### src/rtl/mcycle_core.sv
// Multi-cycle 16-bit-encoded core: FETCH/DECODE/EXEC/MEM/WB over req/ack instruction and data memories.
// Define MCYC_TRACE_EN to add retirement trace outputs (trace_pc/wen/waddr/wdata).
module mcycle_core #(
  parameter int unsigned DATA_W = 16,
  parameter int unsigned ADDR_W = 16,
  parameter int unsigned NREG   = 8
) (
  input  logic              clk,
  input  logic              reset,
  input  logic              run,
  output logic              imem_req,
  output logic [ADDR_W-1:0] imem_addr,
  input  logic              imem_ack,
  input  logic [15:0]       imem_rdata,
  output logic              dmem_req,
  output logic              dmem_we,
  output logic [ADDR_W-1:0] dmem_addr,
  output logic [DATA_W-1:0] dmem_wdata,
  input  logic              dmem_ack,
  input  logic [DATA_W-1:0] dmem_rdata,
  output logic              instr_done,
`ifdef MCYC_TRACE_EN
  output logic [ADDR_W-1:0] trace_pc,
  output logic              trace_wen,
  output logic [2:0]        trace_waddr,
  output logic [DATA_W-1:0] trace_wdata,
`endif
  output logic [ADDR_W-1:0] pc
);

  typedef enum logic [2:0] {StIdle, StFetch, StDecode, StExec, StMem, StWb} state_e;

  state_e            state_q;
  logic [ADDR_W-1:0] pc_q;
  logic [15:0]       ir_q;
  logic [DATA_W-1:0] a_q, b_q, alu_q;
  logic [DATA_W-1:0] rf_q [NREG];
  logic              imem_req_q, dmem_req_q, dmem_we_q, done_q;
  logic [ADDR_W-1:0] dmem_addr_q;
  logic [DATA_W-1:0] dmem_wdata_q;

  logic [1:0]        op;
  logic [2:0]        rs, rt, rd;
  logic [4:0]        funct;
  logic [DATA_W-1:0] imm_ext;
  logic              legal_r;

  assign op      = ir_q[15:14];
  assign rs      = ir_q[13:11];
  assign rt      = ir_q[10:8];
  assign rd      = ir_q[7:5];
  assign funct   = ir_q[4:0];
  assign imm_ext = {{(DATA_W-8){ir_q[7]}}, ir_q[7:0]};
  assign legal_r = (funct < 5'd5);

  assign imem_req   = imem_req_q;
  assign imem_addr  = pc_q;
  assign dmem_req   = dmem_req_q;
  assign dmem_we    = dmem_we_q;
  assign dmem_addr  = dmem_addr_q;
  assign dmem_wdata = dmem_wdata_q;
  assign instr_done = done_q;
  assign pc         = pc_q;

  logic [DATA_W-1:0] alu_res;

  always_comb begin
    alu_res = '0;
    unique case (op)
      2'b00: begin
        case (funct)
          5'd0:    alu_res = a_q + b_q;
          5'd1:    alu_res = a_q - b_q;
          5'd2:    alu_res = a_q & b_q;
          5'd3:    alu_res = a_q | b_q;
          5'd4:    alu_res = {{(DATA_W-1){1'b0}}, ($signed(a_q) < $signed(b_q))};
          default: alu_res = '0;
        endcase
      end
      2'b01, 2'b10: alu_res = a_q + imm_ext;
      2'b11:        alu_res = '0;
    endcase
  end

  // Retirement happens in whichever state is last for the opcode.
  logic              retire;
  logic [ADDR_W-1:0] next_pc;
  logic              rf_we;
  logic [2:0]        rf_waddr;
  logic [DATA_W-1:0] rf_wdata;

  always_comb begin
    retire   = 1'b0;
    next_pc  = pc_q + ADDR_W'(1);
    rf_we    = 1'b0;
    rf_waddr = rd;
    rf_wdata = alu_q;
    if (op == 2'b11 && a_q == b_q) next_pc = pc_q + ADDR_W'(1) + imm_ext[ADDR_W-1:0];
    case (state_q)
      StExec: retire = (op == 2'b11);
      StMem:  retire = (op == 2'b10) && dmem_req_q && dmem_ack;
      StWb: begin
        retire = 1'b1;
        if (op == 2'b01) begin
          rf_waddr = rt;
          rf_we    = (rt != 3'd0);
        end else if (op == 2'b00) begin
          rf_we = legal_r && (rd != 3'd0);
        end
      end
      default: ;
    endcase
  end

  always_ff @(posedge clk or posedge reset) begin
    if (reset) begin
      state_q      <= StIdle;
      pc_q         <= '0;
      ir_q         <= '0;
      a_q          <= '0;
      b_q          <= '0;
      alu_q        <= '0;
      imem_req_q   <= 1'b0;
      dmem_req_q   <= 1'b0;
      dmem_we_q    <= 1'b0;
      dmem_addr_q  <= '0;
      dmem_wdata_q <= '0;
      done_q       <= 1'b0;
      for (int unsigned i = 0; i < NREG; i++) rf_q[i] <= '0;
    end else begin
      done_q <= retire;
      if (rf_we) rf_q[rf_waddr] <= rf_wdata;
      case (state_q)
        StIdle: begin
          if (run) begin
            state_q    <= StFetch;
            imem_req_q <= 1'b1;
          end
        end
        StFetch: begin
          if (imem_req_q && imem_ack) begin
            ir_q       <= imem_rdata;
            imem_req_q <= 1'b0;
            state_q    <= StDecode;
          end
        end
        StDecode: begin
          a_q     <= rf_q[rs];
          b_q     <= rf_q[rt];
          state_q <= StExec;
        end
        StExec: begin
          alu_q <= alu_res;
          if (op == 2'b00) begin
            state_q <= StWb;
          end else if (op != 2'b11) begin
            state_q     <= StMem;
            dmem_req_q  <= 1'b1;
            dmem_we_q   <= (op == 2'b10);
            dmem_addr_q <= alu_res[ADDR_W-1:0];
            if (op == 2'b10) dmem_wdata_q <= b_q;
          end
        end
        StMem: begin
          if (dmem_req_q && dmem_ack) begin
            dmem_req_q <= 1'b0;
            dmem_we_q  <= 1'b0;
            if (op == 2'b01) begin
              alu_q   <= dmem_rdata;
              state_q <= StWb;
            end
          end
        end
        default: ;
      endcase
      // Placed last so the boundary decision overrides the per-state transition.
      if (retire) begin
        pc_q <= next_pc;
        if (run) begin
          state_q    <= StFetch;
          imem_req_q <= 1'b1;
        end else begin
          state_q <= StIdle;
        end
      end
    end
  end

`ifdef MCYC_TRACE_EN
  logic [ADDR_W-1:0] trace_pc_q;
  logic              trace_wen_q;
  logic [2:0]        trace_waddr_q;
  logic [DATA_W-1:0] trace_wdata_q;

  assign trace_pc    = trace_pc_q;
  assign trace_wen   = trace_wen_q;
  assign trace_waddr = trace_waddr_q;
  assign trace_wdata = trace_wdata_q;

  always_ff @(posedge clk or posedge reset) begin
    if (reset) begin
      trace_pc_q    <= '0;
      trace_wen_q   <= 1'b0;
      trace_waddr_q <= '0;
      trace_wdata_q <= '0;
    end else begin
      trace_wen_q <= retire && rf_we;
      if (retire) begin
        trace_pc_q    <= pc_q;
        trace_waddr_q <= rf_waddr;
        trace_wdata_q <= rf_wdata;
      end
    end
  end
`endif

endmodule

### config.mk
export PLATFORM = sky130hd
export DESIGN_NAME = mcycle_core
export DESIGN_NICKNAME = d
export VERILOG_FILES = /design/src/rtl/mcycle_core.sv
export SDC_FILE = /design/constraint.sdc
export NUM_CORES = 1
export LEC_CHECK = 0
export ABC_CLOCK_PERIOD_IN_PS = 17970
export CORE_ASPECT_RATIO = 1.75
export CORE_MARGIN = 1.5
export CORE_UTILIZATION = 30
export CTS_CLUSTER_SIZE = 25
export DETAILED_ROUTE_END_ITERATION = 16
export DONT_BUFFER_PORTS = 1
export PLACE_DENSITY = 0.43
export SLEW_MARGIN = 20
export SYNTH_ARGS = -nofsm -noshare
export SYNTH_HDL_FRONTEND = slang
export SYNTH_SLANG_ARGS = --single-unit
### constraint.sdc
create_clock -name clk -period 17.97 [get_ports clk]
set_input_delay 0.8985 -clock clk [delete_from_list [all_inputs] [get_ports clk]]
set_output_delay 0.8985 -clock clk [all_outputs]
set_load 0.02 [all_outputs]
# After elaboration in Yosys (flattened, before gate mapping)
# Cells that the tools add are included.
word_totals:
  reg_bits: 247
  inputBits: 37
  out_inout_bits: 68
op_classes:
  addsub: 5
  order_cmp: 6
  eq_ne: 23
  n_mux: 42
  bitwise: 6
  n_reduce_logical: 21
ops:
  columns: ["operator", "n"]
  rows:
  - ["$bwmux W128", 1]
  - ["$mux W16", 8]
  - ["$bmux W16 S3", 2]
  - ["$pmux W16 S5", 1]
  - ["$add A16 B16 Y16", 3]
  - ["$demux W16 S3", 1]
  - ["$pmux W16 S3", 1]
  - ["$pmux W16 S2", 1]
  - ["$mux W3", 9]
  - ["$add A16 B1 Y16 const B", 1]
  - ["$and A16 B16 Y16", 1]
  - ["$eq A16 B16 Y1", 1]
  - ["$lt A16 B16 Y1", 1]
  - ["$or A16 B16 Y16", 1]
  - ["$sub A16 B16 Y16", 1]
  - ["$pmux W3 S5", 1]
  - ["$mux W1", 13]
  - ["$ge A4 B4 Y1 const B", 3]
  - ["$ne A3 B3 Y1 const B", 4]
  - ["$not A3 Y4", 3]
  - ["$eq A5 B2 Y1 const B", 2]
  - ["$ne A2 B2 Y1 const B", 5]
  - ["$reduce_and A4 Y1", 2]
  - ["$logic_and A1 B1 Y1", 7]
  - ["23 further kinds", 30]

# Logic depth before layout (Yosys ltp)
logic_depth:
  depth_word: 9
  mapped_depth: 16
  depth_no_buf: 15

# Worst setup path before layout
# No wires, ideal clock.
synth_path:
  kind: "register to register"
  start: "reg pc_q[0] (netlist: imem_addr[0])"
  end: "reg pc_q[15] (netlist: imem_addr[15])"
  setup_ns: 0.130
  arrival_time_ns: 3.346
  t_required_ns: 17.840
  setup_slack_ns: 14.494
  path_stages_with_launch: 16
  n_path_buf: 0
  synth_period_minus_slack_ns: 3.476
  cell_sequence: "dfrtp_1 -> ha_1 -> nand3_1 -> nor3_1 -> and3_1 -> nand3_1 -> nor2_1 -> nand2_1 -> xnor2_1 -> ha_1 -> a21o_1 -> a41oi_1 -> xor2_1 -> a311oi_1 -> o21ai_1 -> xnor2_1"
synth_between:
  elab_chain_len: 3
synth_lines:
  columns: ["item", "line", "text"]
  rows:
  - ["start, declared", "34", "logic [ADDR_W-1:0] pc_q;"]
  - ["start signal, assigned", "178", "pc_q <= next_pc;"]
  - ["$add A16 B1 Y16 *", "94, 98", null]
  - ["$add A16 B16 Y16", "98", "if (op == 2'b11 && a_q == b_q) next_pc = pc_q + ADDR_W'(1) + imm_ext[ADDR_W-1:0];"]
  - ["$mux W16 *", "98", null]
# Mark *: on every way between the ends. The rest lies on a longest branch, timed or not.
# A chain may end at the register's enable or synchronous reset.

# Worst setup path in the final report
# Same ends and word-level chain as after synthesis.

==> out/qor.txt <==
status - completed
flip-flop and latch area - 6180 µm²
Post-Layout Cell Count - 2102
crit-path max FO - 7
first-pass iteration count of the detailed router - 5
EDFF count, synth - 0
final wirelength - 50300 µm
largest net degree at the start of global routing - 109
Setup TNS - 0 ns
max cap viols - 0
Vert. Die Dim - 304 µm
GPL Wtd Cong - 0.913
number of H-tree levels - 1
Worst Path Required - 18.40 ns
pre-CTS setup slack - 13.80 ns
TritonCTS Buffers - 26
critical path's slowest cell - dfrtp_1
FMAX - 242 MHz
I/O pin count - 105
dpl cell area - 16000 µm²
Worst slew margin - 28.3%
unrepaired setup endpoints after global routing - no
Slew Limit Fails - 0
vias per std cell - 5.25
Die X - 175 µm
min-delay worst type - in -> async
Port Buffer Count - 0
met2 usage in global routing - 34.8%
critical path class - reg -> reg
critical path startpoint category - register
Vias - 11000
Leak - 7.62 nW
netlist area before placement - 15500 µm²
Initial DRC Count - 560
M3 GR Usage - 2.57%
CORE AREA - 51300 µm²
clock skew - 0.0224 ns
Congestion Overflow GR - 0
GR Util met1 - 19.9%
Syn. warnings - 0
antenna-violating nets left - 0
CTS tree - done
final-report hold violation count - 0
fin nets - 1532
Final setup viols - 0
Layout Area Growth over Synthesis - 9.30%
CTS root buffer - clkbuf_16
area of the multi-input gates - 8550 µm²
dpl hpwl - 36900 µm
Data arrival, critical path - 4.57 ns
# rows - 110
FF-to-FF path depth - 15
busiest grt layer - met2
net count after synthesis - 1588
CTS Hold Bufs - 0
count of cell types in the netlist - 79
Yosys reg bits - 247
initial antenna violation count - 2
Resized cells post-CTS - 0
Setup Buffers After CTS - 0
Setup WS post-layout - 13.84 ns
die area - 53200 µm²
Initial Util - 30.3%
# fillers - 5175
Bufs on Longest Clock Path - 3
worst-margin pin slew - 1.07 ns
Pwr Total - 3.55 mW
Worst-Skew Late Latency - 0.56 ns
Syn Inst Count - 1464
Seq/Total Area, Yosys - 39.8%
Tmin final - 4.13 ns
Worst-path clk slew - 0.07 ns
worst vdd ir - 0.0725 mV
CP endpoint kind - register
vias in the first global route - 11600
residual DRC count - 0
share of cells above drive strength 1 - 20.6%
final hold slack - 0.309 ns
Worst path max stage delay - 0.65 ns
Core Util, Final - 33.1%
wire length per cell - 23.9 µm
Syn Area/Cell - 10.6 µm²
gr usage total - 18.9%
fin crit share - 23.0%
Design Area, Final - 17000 µm²
CP Cell Sequence - ha_1, nand3_1, nor3_1, and3_1, nand3_1, nor2_1, nand2_1, xnor2_1, ha_1, a21o_1, a41oi_1, xor2_1, o2111a_1, o21ai_1, xnor2_1
Synth async-reset ratio - 100%
P per Cell Area - 209 nW/µm²
clock sinks - 247
Top FF cell, synth - dfrtp_1
placed insts - 2052
first-pass GRT wire length - 74500 µm
-- state kept, by name, summed over array words and instances, names as in the netlist, 3 cells and up --
name	count
ir_q	16
rf_q	128
dmem_addr	16
alu_q	16
dmem_wdata	16
state_q	3
imem_addr	16
b_q	16
a_q	16
-- cell families (layout without fill, tap and decap cells) --
kind of cell | Yosys count | in the layout | synth area share [%]
xor+xnor | 54 | 54 | 3.04
other cells | 0 | 2 | 0
flops | 247 | 247 | 39.8
fa+ha+maj | 87 | 87 | 7.20
simple gates | 317 | 317 | 9.36
buf+inv | 180 | 144 | 5.32
compound gates | 349 | 349 | 14.3
mux | 230 | 230 | 21.0
-- final cells by class --
class	instances	area share (%)
multi-input cells	1037	50.4
flip-flops and latches	247	36.4
well taps	672	4.95
clock buffers	34	4.31
inverters	69	1.57
repair buffers	27	1.22
clock inverters	14	1.13
diodes	2	0.0295
-- synth_stat cells, drive strengths merged (3+ instances only) --
master     n  area (µm²)
a2111oi    3        51.3
a211o      3        26.3
a211oi    19         143
a21o      23         174
a21oi    107         543
a221oi     5        56.3
a22oi     11        82.6
a2bb2oi    3        26.3
a31oi      8        50.1
and2       4        25.0
and3      14        87.6
buf       38         243
clkbuf    73         325
dfrtp    247        6180
fa         4        80.1
ha        83        1040
inv       69         259
mux2     125        1410
mux2i     41         410
mux4      64        1440
nand2    105         397
nand2b     9        56.3
nand3     25         125
nand3b     3        22.5
nor2     101         382
nor2b      9        56.3
nor3      21         105
nor3b      4        45.1
nor4       3        18.8
o2111ai    3        26.3
o211ai     8        60.1
o21a       8        60.1
o21ai     94         474
o21bai    13         101
o221ai     7        67.6
o22ai     10        62.6
o31ai      8        60.1
or2        6        37.5
or3        4        25.0
xnor2     40         350
xor2      14         123
-- final timing paths --
check                                            endpoint  slack, ns                      from
worst min register to register      rf_q[119]$_DFFE_PP0P_       0.39     rf_q[119]$_DFFE_PP0P_
max in group asynchronous           rf_q[126]$_DFFE_PP0P_      16.32                     reset
min in group clk                    rf_q[119]$_DFFE_PP0P_       0.39     rf_q[119]$_DFFE_PP0P_
worst min-delay path             imem_addr[9]$_DFFE_PP0P_       0.31                     reset
worst max register to register  imem_addr[15]$_DFFE_PP0P_      13.84  imem_addr[0]$_DFFE_PP0P_
worst max-delay path            imem_addr[15]$_DFFE_PP0P_      13.84  imem_addr[0]$_DFFE_PP0P_
-- layer usage --
metal / vias up / share of wire, %
li1: 5172 / -
met2: 260 / 53
met4: 0 / 7.0
met3: 111 / 3.7
met5: - / 0
met1: 5503 / 37
-- critical path: cells and delay by family (launching register included) --
family | cells | cell delay (ns)
and+or+nand+nor | 6 | 1.54
DFF | 1 | 0.65
xor gates and xnor gates | 3 | 0.53
AOI/OAI and AO/OA | 4 | 0.65
adders and majority gates | 2 | 0.65
-- report_power, final --
| group | total, mW | switching (mW) | internal [mW] | leakage (nW) |
|---|---|---|---|---|
| combinational | 1.91 | 1.13 | 0.774 | 3.92 |
| clock | 0.594 | 0.247 | 0.347 | 0.453 |
| sequential | 1.04 | 0.317 | 0.725 | 3.25 |
| total | 3.55 | 1.70 | 1.85 | 7.62 |
-- placed cells by master, fill, tap and decap left out, types with 9 or more instances in the layout --
| master | count |
|---|---|
| a211oi_1 | 19 |
| nand2b_1 | 9 |
| clkbuf_16 | 27 |
| mux2i_1 | 41 |
| and3_1 | 14 |
| xnor2_1 | 40 |
| xor2_1 | 14 |
| inv_1 | 68 |
| buf_4 | 26 |
| o22ai_1 | 9 |
| nand3_1 | 24 |
| nor3_1 | 19 |
| nand2_1 | 104 |
| dfrtp_1 | 244 |
| a21oi_1 | 105 |
| a21o_1 | 22 |
| nor2b_1 | 9 |
| a22oi_1 | 11 |
| ha_1 | 83 |
| mux4_2 | 64 |
| o21ai_0 | 89 |
| o21bai_1 | 12 |
| nor2_1 | 100 |
| mux2_2 | 125 |
Power figures use the tool's default switching activity.
